$ cat src/rtl/port_wr_page_packer_pkg.sv
// Shared widths, FSM state encoding and packet descriptor type for the write-port page packer.
package wr_pkg;

  localparam int unsigned DATA_W     = 16;
  localparam int unsigned LEN_W      = 9;
  localparam int unsigned PAGE_WORDS = 8;
  localparam int unsigned ADDR_W     = 11;
  localparam int unsigned OFF_W      = $clog2(PAGE_WORDS);
  localparam int unsigned PAGE_W     = ADDR_W - OFF_W;

  typedef enum logic [1:0] {
    StIdle  = 2'd0,
    StAlloc = 2'd1,
    StWrite = 2'd2,
    StDesc  = 2'd3
  } packer_state_t;

  typedef struct packed {
    logic [PAGE_W-1:0] head;
    logic [PAGE_W-1:0] tail;
    logic [3:0]        dest;
    logic [2:0]        prior;
    logic [LEN_W-1:0]  len;
  } pkt_desc_t;

endpackage

$ cat src/rtl/port_wr_page_packer_if.sv
// Packer bus: frontend stream, free-page allocator, SRAM and link writes, descriptor output.
// PACKER_STATS_EN adds the packet/word statistics outputs.
interface port_wr_page_packer_if;
  import wr_pkg::*;

  logic              start_pkt;
  logic [LEN_W-1:0]  pkt_len;
  logic [3:0]        pkt_dest;
  logic [2:0]        pkt_prior;
  logic [DATA_W-1:0] xfer_data;
  logic              xfer_data_vld;
  logic              pause;
  logic              pg_req;
  logic              pg_gnt;
  logic [PAGE_W-1:0] pg_id;
  logic              sram_wr_en;
  logic [ADDR_W-1:0] sram_wr_addr;
  logic [DATA_W-1:0] sram_wr_data;
  logic              link_wr_en;
  logic [PAGE_W-1:0] link_wr_page;
  logic [PAGE_W-1:0] link_wr_next;
  logic              desc_vld;
  logic              desc_rdy;
  logic [PAGE_W-1:0] desc_head;
  logic [PAGE_W-1:0] desc_tail;
  logic [3:0]        desc_dest;
  logic [2:0]        desc_prior;
  logic [LEN_W-1:0]  desc_len;
  logic              busy;
  logic              err;
`ifdef PACKER_STATS_EN
  logic [31:0]       stat_pkt_cnt;
  logic [31:0]       stat_word_cnt;
`endif

  // Environment side: frontend, allocator and queue manager.
  modport master (
    output start_pkt, pkt_len, pkt_dest, pkt_prior, xfer_data, xfer_data_vld,
    output pg_gnt, pg_id, desc_rdy,
    input  pause, pg_req, sram_wr_en, sram_wr_addr, sram_wr_data,
    input  link_wr_en, link_wr_page, link_wr_next,
    input  desc_vld, desc_head, desc_tail, desc_dest, desc_prior, desc_len, busy, err
`ifdef PACKER_STATS_EN
    , input stat_pkt_cnt, stat_word_cnt
`endif
  );

  // Packer side.
  modport slave (
    input  start_pkt, pkt_len, pkt_dest, pkt_prior, xfer_data, xfer_data_vld,
    input  pg_gnt, pg_id, desc_rdy,
    output pause, pg_req, sram_wr_en, sram_wr_addr, sram_wr_data,
    output link_wr_en, link_wr_page, link_wr_next,
    output desc_vld, desc_head, desc_tail, desc_dest, desc_prior, desc_len, busy, err
`ifdef PACKER_STATS_EN
    , output stat_pkt_cnt, stat_word_cnt
`endif
  );

endinterface

$ cat src/rtl/port_wr_page_packer_desc_reg.sv
// One-entry descriptor holding register: load sets vld, vld && rdy clears it.
// Descriptor fields stay stable while vld is high and are kept after acceptance.
module port_wr_desc_reg
  import wr_pkg::*;
(
  input  logic      clk,
  input  logic      rst_n,
  input  logic      load,
  input  pkt_desc_t load_desc,
  input  logic      rdy,
  output logic      vld,
  output pkt_desc_t desc
);

  logic      vld_q, vld_d;
  pkt_desc_t desc_q, desc_d;

  // Handshake next-state: load has priority so a fresh descriptor is never lost.
  always_comb begin
    vld_d  = vld_q;
    desc_d = desc_q;
    if (vld_q && rdy) begin
      vld_d = 1'b0;
    end
    if (load) begin
      vld_d  = 1'b1;
      desc_d = load_desc;
    end
  end

  // Descriptor state register.
  always_ff @(posedge clk or negedge rst_n) begin
    if (!rst_n) begin
      vld_q  <= 1'b0;
      desc_q <= '0;
    end else begin
      vld_q  <= vld_d;
      desc_q <= desc_d;
    end
  end

  assign vld  = vld_q;
  assign desc = desc_q;

endmodule

$ cat src/rtl/port_wr_page_packer.sv
// Packs the matched write-port stream into allocator pages, writes the page-link chain and
// emits one descriptor per packet. Optional macro PACKER_STATS_EN adds packet/word counters.
module port_wr_page_packer
  import wr_pkg::*;
(
  input logic                  clk,
  input logic                  rst_n,
  port_wr_page_packer_if.slave bus
);

  packer_state_t     state_q, state_d;
  logic [LEN_W-1:0]  len_q, len_d;
  logic [LEN_W-1:0]  word_cnt_q, word_cnt_d;
  logic [3:0]        dest_q, dest_d;
  logic [2:0]        prior_q, prior_d;
  logic              first_q, first_d;
  logic [PAGE_W-1:0] cur_page_q, cur_page_d;
  logic [PAGE_W-1:0] head_q, head_d;
  logic [OFF_W-1:0]  offset_q, offset_d;
  logic              sram_wr_en_q, sram_wr_en_d;
  logic [ADDR_W-1:0] sram_wr_addr_q, sram_wr_addr_d;
  logic [DATA_W-1:0] sram_wr_data_q, sram_wr_data_d;
  logic              link_wr_en_q, link_wr_en_d;
  logic [PAGE_W-1:0] link_wr_page_q, link_wr_page_d;
  logic [PAGE_W-1:0] link_wr_next_q, link_wr_next_d;
  logic              err_q, err_d;
  logic              desc_load;
  pkt_desc_t         desc_in, desc_out;

  assign desc_in = '{head: head_q, tail: cur_page_q, dest: dest_q, prior: prior_q, len: len_q};

  // FSM next-state, latched packet fields and registered write/link strobes.
  always_comb begin
    state_d        = state_q;
    len_d          = len_q;
    word_cnt_d     = word_cnt_q;
    dest_d         = dest_q;
    prior_d        = prior_q;
    first_d        = first_q;
    cur_page_d     = cur_page_q;
    head_d         = head_q;
    offset_d       = offset_q;
    sram_wr_en_d   = 1'b0;
    sram_wr_addr_d = sram_wr_addr_q;
    sram_wr_data_d = sram_wr_data_q;
    link_wr_en_d   = 1'b0;
    link_wr_page_d = link_wr_page_q;
    link_wr_next_d = link_wr_next_q;
    desc_load      = 1'b0;
    // Stray inputs are dropped; err lands one cycle after the offending input.
    err_d = (bus.start_pkt && (state_q != StIdle)) ||
            (bus.xfer_data_vld && (state_q != StWrite));

    unique case (state_q)
      StIdle: begin
        if (bus.start_pkt) begin
          if (bus.pkt_len != '0) begin
            len_d      = bus.pkt_len;
            dest_d     = bus.pkt_dest;
            prior_d    = bus.pkt_prior;
            word_cnt_d = '0;
            first_d    = 1'b1;
            state_d    = StAlloc;
          end else begin
            err_d = 1'b1;
          end
        end
      end
      StAlloc: begin
        if (bus.pg_gnt) begin
          cur_page_d = bus.pg_id;
          offset_d   = '0;
          state_d    = StWrite;
          if (first_q) begin
            head_d  = bus.pg_id;
            first_d = 1'b0;
          end else begin
            link_wr_en_d   = 1'b1;
            link_wr_page_d = cur_page_q;
            link_wr_next_d = bus.pg_id;
          end
        end
      end
      StWrite: begin
        if (bus.xfer_data_vld) begin
          sram_wr_en_d   = 1'b1;
          sram_wr_addr_d = {cur_page_q, offset_q};
          sram_wr_data_d = bus.xfer_data;
          offset_d       = offset_q + OFF_W'(1);
          word_cnt_d     = word_cnt_q + LEN_W'(1);
          // Last word beats page-full so no trailing page is ever requested.
          if ((word_cnt_q + LEN_W'(1)) == len_q) begin
            desc_load = 1'b1;
            state_d   = StDesc;
          end else if (offset_q == OFF_W'(PAGE_WORDS - 1)) begin
            state_d = StAlloc;
          end
        end
      end
      StDesc: begin
        if (bus.desc_rdy) begin
          state_d = StIdle;
        end
      end
      default: state_d = StIdle;
    endcase
  end

  // State and datapath registers; a mid-packet reset abandons any granted pages.
  always_ff @(posedge clk or negedge rst_n) begin
    if (!rst_n) begin
      state_q        <= StIdle;
      len_q          <= '0;
      word_cnt_q     <= '0;
      dest_q         <= '0;
      prior_q        <= '0;
      first_q        <= 1'b0;
      cur_page_q     <= '0;
      head_q         <= '0;
      offset_q       <= '0;
      sram_wr_en_q   <= 1'b0;
      sram_wr_addr_q <= '0;
      sram_wr_data_q <= '0;
      link_wr_en_q   <= 1'b0;
      link_wr_page_q <= '0;
      link_wr_next_q <= '0;
      err_q          <= 1'b0;
    end else begin
      state_q        <= state_d;
      len_q          <= len_d;
      word_cnt_q     <= word_cnt_d;
      dest_q         <= dest_d;
      prior_q        <= prior_d;
      first_q        <= first_d;
      cur_page_q     <= cur_page_d;
      head_q         <= head_d;
      offset_q       <= offset_d;
      sram_wr_en_q   <= sram_wr_en_d;
      sram_wr_addr_q <= sram_wr_addr_d;
      sram_wr_data_q <= sram_wr_data_d;
      link_wr_en_q   <= link_wr_en_d;
      link_wr_page_q <= link_wr_page_d;
      link_wr_next_q <= link_wr_next_d;
      err_q          <= err_d;
    end
  end

  port_wr_desc_reg u_desc_reg (
    .clk       (clk),
    .rst_n     (rst_n),
    .load      (desc_load),
    .load_desc (desc_in),
    .rdy       (bus.desc_rdy),
    .vld       (bus.desc_vld),
    .desc      (desc_out)
  );

  // pause/pg_req/busy decode the state register only.
  assign bus.pause        = (state_q == StAlloc) || (state_q == StDesc);
  assign bus.pg_req       = (state_q == StAlloc);
  assign bus.busy         = (state_q != StIdle);
  assign bus.err          = err_q;
  assign bus.sram_wr_en   = sram_wr_en_q;
  assign bus.sram_wr_addr = sram_wr_addr_q;
  assign bus.sram_wr_data = sram_wr_data_q;
  assign bus.link_wr_en   = link_wr_en_q;
  assign bus.link_wr_page = link_wr_page_q;
  assign bus.link_wr_next = link_wr_next_q;
  assign bus.desc_head    = desc_out.head;
  assign bus.desc_tail    = desc_out.tail;
  assign bus.desc_dest    = desc_out.dest;
  assign bus.desc_prior   = desc_out.prior;
  assign bus.desc_len     = desc_out.len;

`ifdef PACKER_STATS_EN
  logic        word_acc;
  logic [31:0] stat_pkt_cnt_q;
  logic [31:0] stat_word_cnt_q;

  assign word_acc = (state_q == StWrite) && bus.xfer_data_vld;

  // Packet and word statistics, wrapping modulo 2^32.
  always_ff @(posedge clk or negedge rst_n) begin
    if (!rst_n) begin
      stat_pkt_cnt_q  <= '0;
      stat_word_cnt_q <= '0;
    end else begin
      if (bus.desc_vld && bus.desc_rdy) begin
        stat_pkt_cnt_q <= stat_pkt_cnt_q + 32'd1;
      end
      if (word_acc) begin
        stat_word_cnt_q <= stat_word_cnt_q + 32'd1;
      end
    end
  end

  assign bus.stat_pkt_cnt  = stat_pkt_cnt_q;
  assign bus.stat_word_cnt = stat_word_cnt_q;
`endif

endmodule

$ cat src/flat_wrapper.sv
// flat-port wrapper written by rule: the top's interface ports become plain ports
module port_wr_page_packer_flat import wr_pkg::*;
  (clk, rst_n, bus_start_pkt, bus_pkt_len, bus_pkt_dest, bus_pkt_prior, bus_xfer_data, bus_xfer_data_vld, bus_pg_gnt, bus_pg_id, bus_desc_rdy, bus_pause, bus_pg_req, bus_sram_wr_en, bus_sram_wr_addr, bus_sram_wr_data, bus_link_wr_en, bus_link_wr_page, bus_link_wr_next, bus_desc_vld, bus_desc_head, bus_desc_tail, bus_desc_dest, bus_desc_prior, bus_desc_len, bus_busy, bus_err);
  port_wr_page_packer_if bus_i ();
  input logic clk;
  input logic rst_n;
  input wire logic [$bits(bus_i.start_pkt)-1:0] bus_start_pkt;
  input wire logic [$bits(bus_i.pkt_len)-1:0] bus_pkt_len;
  input wire logic [$bits(bus_i.pkt_dest)-1:0] bus_pkt_dest;
  input wire logic [$bits(bus_i.pkt_prior)-1:0] bus_pkt_prior;
  input wire logic [$bits(bus_i.xfer_data)-1:0] bus_xfer_data;
  input wire logic [$bits(bus_i.xfer_data_vld)-1:0] bus_xfer_data_vld;
  input wire logic [$bits(bus_i.pg_gnt)-1:0] bus_pg_gnt;
  input wire logic [$bits(bus_i.pg_id)-1:0] bus_pg_id;
  input wire logic [$bits(bus_i.desc_rdy)-1:0] bus_desc_rdy;
  output wire logic [$bits(bus_i.pause)-1:0] bus_pause;
  output wire logic [$bits(bus_i.pg_req)-1:0] bus_pg_req;
  output wire logic [$bits(bus_i.sram_wr_en)-1:0] bus_sram_wr_en;
  output wire logic [$bits(bus_i.sram_wr_addr)-1:0] bus_sram_wr_addr;
  output wire logic [$bits(bus_i.sram_wr_data)-1:0] bus_sram_wr_data;
  output wire logic [$bits(bus_i.link_wr_en)-1:0] bus_link_wr_en;
  output wire logic [$bits(bus_i.link_wr_page)-1:0] bus_link_wr_page;
  output wire logic [$bits(bus_i.link_wr_next)-1:0] bus_link_wr_next;
  output wire logic [$bits(bus_i.desc_vld)-1:0] bus_desc_vld;
  output wire logic [$bits(bus_i.desc_head)-1:0] bus_desc_head;
  output wire logic [$bits(bus_i.desc_tail)-1:0] bus_desc_tail;
  output wire logic [$bits(bus_i.desc_dest)-1:0] bus_desc_dest;
  output wire logic [$bits(bus_i.desc_prior)-1:0] bus_desc_prior;
  output wire logic [$bits(bus_i.desc_len)-1:0] bus_desc_len;
  output wire logic [$bits(bus_i.busy)-1:0] bus_busy;
  output wire logic [$bits(bus_i.err)-1:0] bus_err;
  assign bus_i.start_pkt = bus_start_pkt;
  assign bus_i.pkt_len = bus_pkt_len;
  assign bus_i.pkt_dest = bus_pkt_dest;
  assign bus_i.pkt_prior = bus_pkt_prior;
  assign bus_i.xfer_data = bus_xfer_data;
  assign bus_i.xfer_data_vld = bus_xfer_data_vld;
  assign bus_i.pg_gnt = bus_pg_gnt;
  assign bus_i.pg_id = bus_pg_id;
  assign bus_i.desc_rdy = bus_desc_rdy;
  assign bus_pause = bus_i.pause;
  assign bus_pg_req = bus_i.pg_req;
  assign bus_sram_wr_en = bus_i.sram_wr_en;
  assign bus_sram_wr_addr = bus_i.sram_wr_addr;
  assign bus_sram_wr_data = bus_i.sram_wr_data;
  assign bus_link_wr_en = bus_i.link_wr_en;
  assign bus_link_wr_page = bus_i.link_wr_page;
  assign bus_link_wr_next = bus_i.link_wr_next;
  assign bus_desc_vld = bus_i.desc_vld;
  assign bus_desc_head = bus_i.desc_head;
  assign bus_desc_tail = bus_i.desc_tail;
  assign bus_desc_dest = bus_i.desc_dest;
  assign bus_desc_prior = bus_i.desc_prior;
  assign bus_desc_len = bus_i.desc_len;
  assign bus_busy = bus_i.busy;
  assign bus_err = bus_i.err;
  port_wr_page_packer u_core (.clk(clk), .rst_n(rst_n), .bus(bus_i));
endmodule
$ cat config.mk
export PLATFORM = sky130hd
export DESIGN_NAME = port_wr_page_packer_flat
export DESIGN_NICKNAME = d
export VERILOG_FILES = /design/src/rtl/port_wr_page_packer_pkg.sv /design/src/rtl/port_wr_page_packer_if.sv /design/src/rtl/port_wr_page_packer_desc_reg.sv /design/src/rtl/port_wr_page_packer.sv /design/src/flat_wrapper.sv
export SDC_FILE = /design/constraint.sdc
export NUM_CORES = 1
export LEC_CHECK = 0
export ABC_CLOCK_PERIOD_IN_PS = 3300
export BUFFER_PORTS_ARGS = -buffer_cell sky130_fd_sc_hd__clkbuf_2
export CAP_MARGIN = 20
export CORE_ASPECT_RATIO = 0.8
export CORE_MARGIN = 2
export CORE_UTILIZATION = 54
export CTS_CLUSTER_DIAMETER = 40
export CTS_CLUSTER_SIZE = 14
export DETAILED_ROUTE_END_ITERATION = 12
export PLACE_DENSITY = 0.8
export SLEW_MARGIN = 40
export SYNTH_ARGS = -nofsm -noshare
export SYNTH_HDL_FRONTEND = slang
export SYNTH_SLANG_ARGS = --single-unit
$ cat constraint.sdc
create_clock -name clk -period 3.3 [get_ports clk]
set_clock_uncertainty 0.1 [all_clocks]
set_input_delay 0.825 -clock clk [delete_from_list [all_inputs] [get_ports clk]]
set_output_delay 0.825 -clock clk [all_outputs]
set_load 0.005 [all_outputs]
---- Word-level counts from Yosys, hierarchy flattened ----
Index checks and enable logic that the tools add are counted.
word-level totals
  output and inout port bits .............. 82
  input port bits ......................... 46
  word-level logic and storage cells ...... 90
  register bits ........................... 126
operators by class
  equality and inequality tests ........... 12
  mux-type cells .......................... 32
  reduce and logical (&&, ||, !) cells .... 21
  bitwise gates (word level) .............. 1
  add/subtract/negate cells ............... 2
operators with widths
  cell                   number
  $mux W9                3
  $pmux W9 S2            1
  $mux W1                16
  $mux W2                7
  $reduce_and A3 Y1      4
  $ne A2 B2 Y1 const B   5
  $reduce_bool A2 Y1     5
  $add A9 B1 Y9 const B  1
  $eq A9 B9 Y1           1
  $reduce_bool A9 Y1     1
  $pmux W2 S4            1
  $reduce_and A4 Y1      2
  $mux W3                2
  $pmux W3 S2            1
  $reduce_and A6 Y1      1
  $eq A2 B2 Y1 const B   2
  $reduce_and A2 Y1      2
  $add A3 B1 Y3 const B  1
  $eq A3 B3 Y1 const B   1
  $logic_and A1 B1 Y1    3
  $ne A3 B1 Y1 const B   1
  $eq A2 B1 Y1 const B   1
  $logic_not A2 Y1       1
  $logic_or A1 B1 Y1     2
  other kinds (3)        3

---- Longest topological paths before layout ----
Gate-level depths: netlist of the first run.
  depth in word-level cells ............... 6
  gate-level depth with buffers ........... 10
  mapped depth without buffers ............ 8

---- Cells and area by module ----
Synthesis of the first run repeated with hierarchy kept, for this count alone.
second synthesis, totals
  cell total of the unflattened synthesis .. 444
  area total of the unflattened synthesis .. 5408.9 sq um
modules (own cells, without submodules)
  module               seq. area each (sq um)  cells an instance  instances  area each (sq um)
  port_wr_page_packer  2327.2                  373                1          4031.4
  port_wr_desc_reg     825.8                   71                 1          1377.6

---- Least setup slack after synthesis of the first run ----
No wires, ideal clock.
  path type ............................... reg2reg
  start ................................... reg u_core.word_cnt_q[0]
  end ..................................... reg u_core.u_desc_reg.desc_q (netlist bit u_core.u_desc_reg.desc[0])
  setup time .............................. 0.125 ns
  slack ................................... 0.656 ns
  period minus slack after synthesis ...... 2.644 ns
  required time ........................... 3.075 ns
  cell stages (with the launch flop) ...... 11
  arrival time ............................ 2.419 ns
  cells stage by stage .................... dfrtp_1 ha_1 clkbuf_2 nand4_1 nor2_1 and3_1 a222oi_1 or4_1 buf_6 buf_12 mux2_4
between the ends
  cells in the longest elaborated chain, start to end .. 5
ends and longest elaborated chain
  what                      RTL line                            text
  start: declaration        port_wr_page_packer.sv:13           logic [LEN_W-1:0] word_cnt_q, word_cnt_d;
  start signal: assignment  port_wr_page_packer.sv:131          word_cnt_q <= word_cnt_d;
  $add A9 B1 Y9             port_wr_page_packer.sv:92           if ((word_cnt_q + LEN_W'(1)) == len_q) begin
  $eq A9 B9 Y1              port_wr_page_packer.sv:92
  $mux W1                   port_wr_page_packer.sv:92
  $mux W1                   port_wr_page_packer.sv:85           if (bus.xfer_data_vld) begin
  $mux W1                   port_wr_page_packer.sv:54           unique case (state_q)
  end signal: assignment    port_wr_page_packer_desc_reg.sv:38  desc_q <= desc_d;
  end: declaration          port_wr_page_packer_desc_reg.sv:16  pkt_desc_t desc_q, desc_d;
No other way between the ends.
A chain may end at the register's enable or synchronous reset.

---- Final worst setup path of the first run ----
  start ................................... reg u_core.word_cnt_q[0]
  end ..................................... reg u_core.u_desc_reg.desc_q (netlist bit u_core.u_desc_reg.desc[25])
The elaborated chain is that of the path after synthesis.

==> results of run 1 <==
-- per-stage QoR --
stage	std cells	setup WS (ns)	utilization (%)	hold WS [ns]
after floorplan	421	0.656	-	0.369
after global placement	676	0.355	63.9	0.359
after detailed placement	676	0.232	63.9	0.362
after CTS	708	0.180	70.4	0.352
after global routing	708	0.0358	70.4	0.391
final	708	0.203	70.4	0.339
-- cell type report --
class | instances | area, um^2 | share of cell area [%]
Clock buffer | 17 | 425 | 6.21
Clock inverter | 15 | 208 | 3.03
Inverter | 11 | 41.3 | 0.603
Multi-Input combinational cell | 268 | 2140 | 31.3
Sequential cell | 126 | 3150 | 46.0
Tap cell | 136 | 170 | 2.48
Timing Repair Buffer | 135 | 711 | 10.4
-- flip-flops by register name, summed over array words and instances (netlist names), 2 cells and up --
signal and count:
u_core.prior_q 3, u_core.cur_page_q 8, u_core.dest_q 4, u_core.bus.sram_wr_addr 11, u_core.bus.link_wr_page 8, u_core.word_cnt_q 9
u_core.state_q 2, u_core.len_q 9, u_core.u_desc_reg.desc 32, u_core.bus.link_wr_next 8, u_core.head_q 8, u_core.offset_q 3
u_core.bus.sram_wr_data 16
-- how the worst min path moves through the flow --
stage	startpoint	endpoint	slack, ns	cells past startpoint
after floorplan	u_core.cur_page_q[0]	u_core.bus.link_wr_page[0]	0.37	2
after global placement	u_core.bus.link_wr_next[5]	u_core.bus.link_wr_next[5]	0.36	2
after detailed placement	u_core.bus.link_wr_page[4]	u_core.bus.link_wr_page[4]	0.36	2
after CTS	rst_n	u_core.u_desc_reg.vld	0.35	1
after global routing	rst_n	u_core.u_desc_reg.desc[12]	0.39	1
final	rst_n	u_core.u_desc_reg.desc[12]	0.34	1
-- routing by layer --
layer | vias to the layer above | GRT usage (%)
met4 | 0 | 11.6
met5 | - | 0
met3 | 25 | 4.71
li1 | 1739 | -
met2 | 140 | 40.6
met1 | 1902 | 32.8
-- report_power, final --
| part | total (uW) | internal, uW | switching, uW |
|---|---|---|---|
| Sequential | 2500 | 2080 | 422 |
| Combinational | 1700 | 883 | 813 |
| Clock | 2010 | 1280 | 738 |
| Total | 6210 | 4240 | 1970 |
-- synthesized netlist by cell type, drive strengths merged, types with 2 or more instances --
library cell,instances,share of area [%]
xnor2,6,0.96
and3,4,0.48
clkinv,2,0.14
nor3,8,0.73
ha,7,1.6
a22o,3,0.48
a21oi,5,0.46
a31oi,2,0.23
dfrtp,126,58
o2bb2ai,2,0.32
mux2,92,21
clkbuf,7,0.50
nand4,2,0.23
buf,9,1.8
o21ai,19,1.7
nand2,67,4.6
inv,9,0.62
nand3,7,0.64
nor2,13,0.89
mux2i,2,0.37
xor2,6,0.96
or2,2,0.23
-- cell families (layout without fill, tap and decap cells) --
family	count (synthesis)	in the layout	share of synthesized area, %
AO/OA/AOI/OAI	44	44	5.41
XOR/XNOR	12	12	1.93
adder cells (fa/ha/maj)	7	7	1.60
buffers and inverters	27	178	3.07
flip-flops	126	126	57.8
multiplexers	94	94	21.3
AND/OR/NAND/NOR	111	111	8.89
-- critical path, delay by kind of cell (launching register included) --
kind,cells,cell delay [ns]
multiplexers,1,0.34
flip-flops,1,0.48
AND/OR/NAND/NOR,4,1.29
buffers and inverters,1,0.29
AO/OA/AOI/OAI,1,0.14
adder cells (fa/ha/maj),1,0.33
-- what timing repair did --
| item | CTS | global route |
|---|---|---|
| gates resized for setup | 0 | 1 |
| setup buffers | 0 | 0 |
| setup endpoints to repair | 0 | 21 |
==> flow_metrics.tcl, run 1 <==
set metrics [dict create \
    fin_nets 612 \
    final_area_um2 6850 \
    rows 32 \
    grt_pass1_vias 4028 \
    reg2reg_to "u_core.u_desc_reg.desc[25]" \
    dr.pass1.iters 5 \
    drt-vias-per-instance 5.38 \
    fillers 681 \
    slowest_delay_ns 0.70 \
    cts_tree "yes" \
    place.gp.congestion 0.923 \
    placed_cell_area_um2 6210 \
    die_area_um2 10900 \
    drc 0 \
    antenna_found_initial 0 \
    endpoint_kind "flip-flop" \
    r2r_slack_ns 0.20 \
    drt-initial-drc-count 215 \
    initial_core_util_pct 56.1 \
    ctsHoldBuffers 0 \
    yosysSeqAreaShare_pct 57.8 \
    rsz0062_at_grt "false" \
    slew_violations 0 \
    p_leak_uw 0.00354 \
    critPathLaunchType "flip-flop" \
    cts_buffer_depth 2 \
    layout_common_cells "clkbuf_2 (126), dfrtp_1 (126), nand2_1 (67)" \
    tns_ns 0 \
    ant_nets 0 \
    ff2ff_path_depth 8 \
    critPathSlowestCell "or4_2" \
    worstSkewPairLatency_ns 0.42 \
    yosys.cell_types.count 51 \
    cts.sinks 126 \
    diodes 0 \
    m1WireLength_um 5400 \
    dieHeight_um 93.9 \
    gr-usage-all-layers_pct 25.0 \
    finalHoldViolations 0 \
    p_per_area_nw_per_um2 906 \
    syn_inst 421 \
    core_um2 9730 \
    worstPathArrival_ns 3.30 \
    r2r_start "u_core.word_cnt_q[0]" \
    clk_pin_slew_worst_paths_ns 0.06 \
    dr_wl_met2_um 6320 \
    finalPower_uw 6210 \
    dp_hpwl_um 8440 \
    grt_pass1_wl_um 20600 \
    crit_chain "ha_2 -> nand4_1 -> nor2_1 -> and3_1 -> a222oi_1 -> or4_2 -> buf_4 -> mux2_4" \
    postSynth.asyncResetShare_pct 100 \
    fp.dieW_um 116 \
    cts-root-buf "clkbuf_16" \
    status "finished clean" \
    min_path_type "in -> async" \
    drive_gt1_share_pct 46.7 \
    relSlewSlack_pct 52.7 \
    required_ns 3.50 \
    crit_type "reg -> reg" \
    drt_wl_total_um 12700 \
    ir_worst_vdd_v 0.000554 \
    synth-edff-count 0 \
    crit_start "u_core.word_cnt_q[0]" \
    io_pins 128 \
    synth_ff_type "dfrtp_1" \
    cp-endpoint "u_core.u_desc_reg.desc[25]" \
    clock.fmax_mhz 323 \
    routedWlPerCell_um 18.0 \
    route.met3.wl_um 695 \
    numCtsBuffers 17 \
    port_buffers 127 \
    syn_avg_cell_area_um2 13.0 \
    synth_seq_cells 126 \
    syn_area_um2 5460 \
    worst_pin_slew_ns 0.705 \
    period_needed_ns 3.10 \
    max-cap-violations 0 \
    grt_overflow 0 \
    cts.htree.levels 4 \
    worstPathMaxFanout 20 \
    routed.top_layer "met4" \
    synth.net_count 474 \
    vias 3806 \
    areaGrowthSynthToFinish_pct 25.5 \
    period_share_pct 93.8 \
    grt_max_degree 55 \
    ys_warn_count 0 \
    setup_viol 0 \
]
Note: power is estimated with default switching activity, not from simulation.
==> run 2: changes to the inputs <==
--- a/config.mk
+++ b/config.mk
@@ -5,6 +5,7 @@
 export SDC_FILE = /design/constraint.sdc
 export NUM_CORES = 1
 export LEC_CHECK = 0
+export ABC_AREA = 1
 export ABC_CLOCK_PERIOD_IN_PS = 3300
 export BUFFER_PORTS_ARGS = -buffer_cell sky130_fd_sc_hd__clkbuf_2
 export CAP_MARGIN = 20
==> flow_metrics.tcl, run 2 <==
set metrics [dict create \
    drc 0 \
    grt_pass1_wl_um 21200 \
    gr-usage-all-layers_pct 24.2 \
    fin_ws_ns 0.570 \
    p_per_area_nw_per_um2 889 \
    postSynth.asyncResetShare_pct 100 \
    max-cap-violations 0 \
    synthMuxAreaShare_pct 1.61 \
    drt-initial-drc-count 420 \
    r2r_slack_ns 0.57 \
    largest_register_ffs 32 \
    status "finished clean" \
    diodes 0 \
    ff2ff_path_depth 13 \
    cts-resized-gates 0 \
    synth-edff-count 0 \
    yosys.area.top_type "dfrtp_1" \
    cts_tree "yes" \
    io_pins 128 \
    drt-vias-per-instance 4.96 \
    synthAdderAreaFrac_pct 1.57 \
    cts.sinks 126 \
    cts-root-buf "clkbuf_16" \
    syn_avg_cell_area_um2 8.80 \
    fillers 846 \
    min_path_type "in -> async" \
    syn_area_um2 5590 \
    clk_pin_slew_worst_paths_ns 0.05 \
    clock.fmax_mhz 366 \
    cts.htree.levels 4 \
    endpoint_kind "flip-flop" \
    cts_setup_buffers 0 \
    worstPathMaxFanout 40 \
    synth_compound_area_share_pct 10.2 \
    crit_type "reg -> reg" \
    relSlewSlack_pct 48.9 \
    whs_ns 0.198 \
    drive_gt1_share_pct 30.6 \
    place_ws_ns 0.700 \
    dieHeight_um 95.0 \
    netlist_top_cells_area "dfrtp_1 (56%), nand2_1 (12%), inv_1 (6.3%)" \
    layout_common_cells "nand2_1 (178), clkbuf_2 (126), dfrtp_1 (126)" \
    ir_worst_vdd_v 0.000474 \
    yosys.cell_types.count 29 \
    setup_viol 0 \
    critPathTopFamily "simple AND/OR/NAND/NOR gates" \
    reg2reg_to "u_core.u_desc_reg.desc[22]" \
    synth_simple_gate_area_share_pct 19.9 \
    worstPathArrival_ns 2.93 \
    crit_chain "ha_1 -> nand2_2 -> nor2_2 -> nand2_1 -> nand2_1 -> nor2_1 -> nor2_1 -> nand2_2 -> nor2_4 -> nand3_4 -> buf_12 -> o21ai_2 -> inv_2" \
    core_um2 10200 \
    synth.net_count 688 \
    slew_violations 0 \
    synth_seq_cells 126 \
    antenna_found_initial 0 \
    synth_top_family_by_area "simple AND/OR/NAND/NOR gates" \
    critPathLaunchType "flip-flop" \
    yosysSeqAreaShare_pct 56.4 \
    syn_inst 635 \
    netlist_top_cells_count "nand2_1 (178), dfrtp_1 (126), inv_1 (94)" \
    period_needed_ns 2.73 \
    critPathSlowestCell "dfrtp_1" \
    drt_wl_total_um 12900 \
    worst_pin_slew_ns 0.766 \
    p_leak_uw 0.00368 \
    fp.dieW_um 118 \
    ys_warn_count 0 \
    final_common_cell "nand2_1" \
    rsz0062_at_grt "false" \
    dr.pass1.iters 5 \
    die_area_um2 11200 \
    synth.most_common_cell "nand2_1" \
    r2r_start "u_core.word_cnt_q[0]" \
    finalHoldViolations 0 \
    ctsHoldBuffers 0 \
    tns_ns 0 \
    worstSkewPairLatency_ns 0.41 \
    required_ns 3.50 \
    cts_buffer_depth 2 \
    routedWlPerCell_um 14.1 \
    initial_core_util_pct 55.0 \
    dp_hpwl_um 9100 \
    ant_nets 0 \
    vias 4557 \
    rows 33 \
    numCtsBuffers 17 \
    synth_ff_type "dfrtp_1" \
    areaGrowthSynthToFinish_pct 24.1 \
    yosysTopAreaCellShare_pct 56.4 \
    fin_nets 819 \
    period_share_pct 82.7 \
    synth-xor-area-share_pct 0.157 \
    critPathBufInv 2 \
    grt_max_degree 81 \
    port_buffers 127 \
    place.gp.congestion 0.970 \
    slowest_delay_ns 0.49 \
    grt_overflow 0 \
    grt_pass1_vias 4407 \
]
## run 2: area by class of cell
type,instances,area (um^2),share of cell area [%]
clock buffer,26,499,7.20
clock inverter,5,80.1,1.16
inverter,116,435,6.28
multi-input combinational,371,1870,27.0
sequential,126,3150,45.5
tap,140,175,2.53
timing repair buffer,134,716,10.3
## run 2: worst max path at each step
stage                     cells after the start                    endpoint  slack [ns]                  from
after floorplan                               7            u_core.dest_q[2]        1.04        bus_pkt_len[3]
after global placement                       13  u_core.u_desc_reg.desc[13]        0.85  u_core.word_cnt_q[0]
after detailed placement                     13  u_core.u_desc_reg.desc[12]        0.70  u_core.word_cnt_q[0]
after CTS                                    13  u_core.u_desc_reg.desc[12]        0.62  u_core.word_cnt_q[0]
after global routing                         13  u_core.u_desc_reg.desc[13]        0.37  u_core.word_cnt_q[0]
final                                        13  u_core.u_desc_reg.desc[22]        0.57  u_core.word_cnt_q[0]
## run 2: power breakdown
group / leakage [uW] / internal, uW / switching [uW]
clock network: 0.000277 / 1190 / 628
registers: 0.00148 / 2130 / 420
logic: 0.00192 / 766 / 1040
## run 2: metrics by stage
stage | cells | total power, uW | utilization [%] | cell area [um^2]
4_1_cts | 918 | 6200 | 68.2 | 6930
3_3_place_gp | 887 | 4250 | 62.5 | 6350
3_5_place_dp | 887 | 4350 | 62.5 | 6350
5_1_grt | 918 | 6600 | 68.2 | 6930
2_1_floorplan | 635 | 3550 | - | 5590
6_report | 918 | 6160 | 68.2 | 6930
## run 2: kinds of logic after synthesis
kind of cell,Yosys count
buf+inv,138
flops,126
mux,8
fa+ha+maj,7
xor+xnor,1
compound gates,97
simple gates,258
## run 2: metal layers
metal  vias up  GRT usage [%]  share of wire [%]
met5         -              0                  0
met4         0           8.43                1.9
met3        33           6.52                6.2
met2       181           38.9                 47
met1      2129           32.2                 45
li1       2214              -                  -
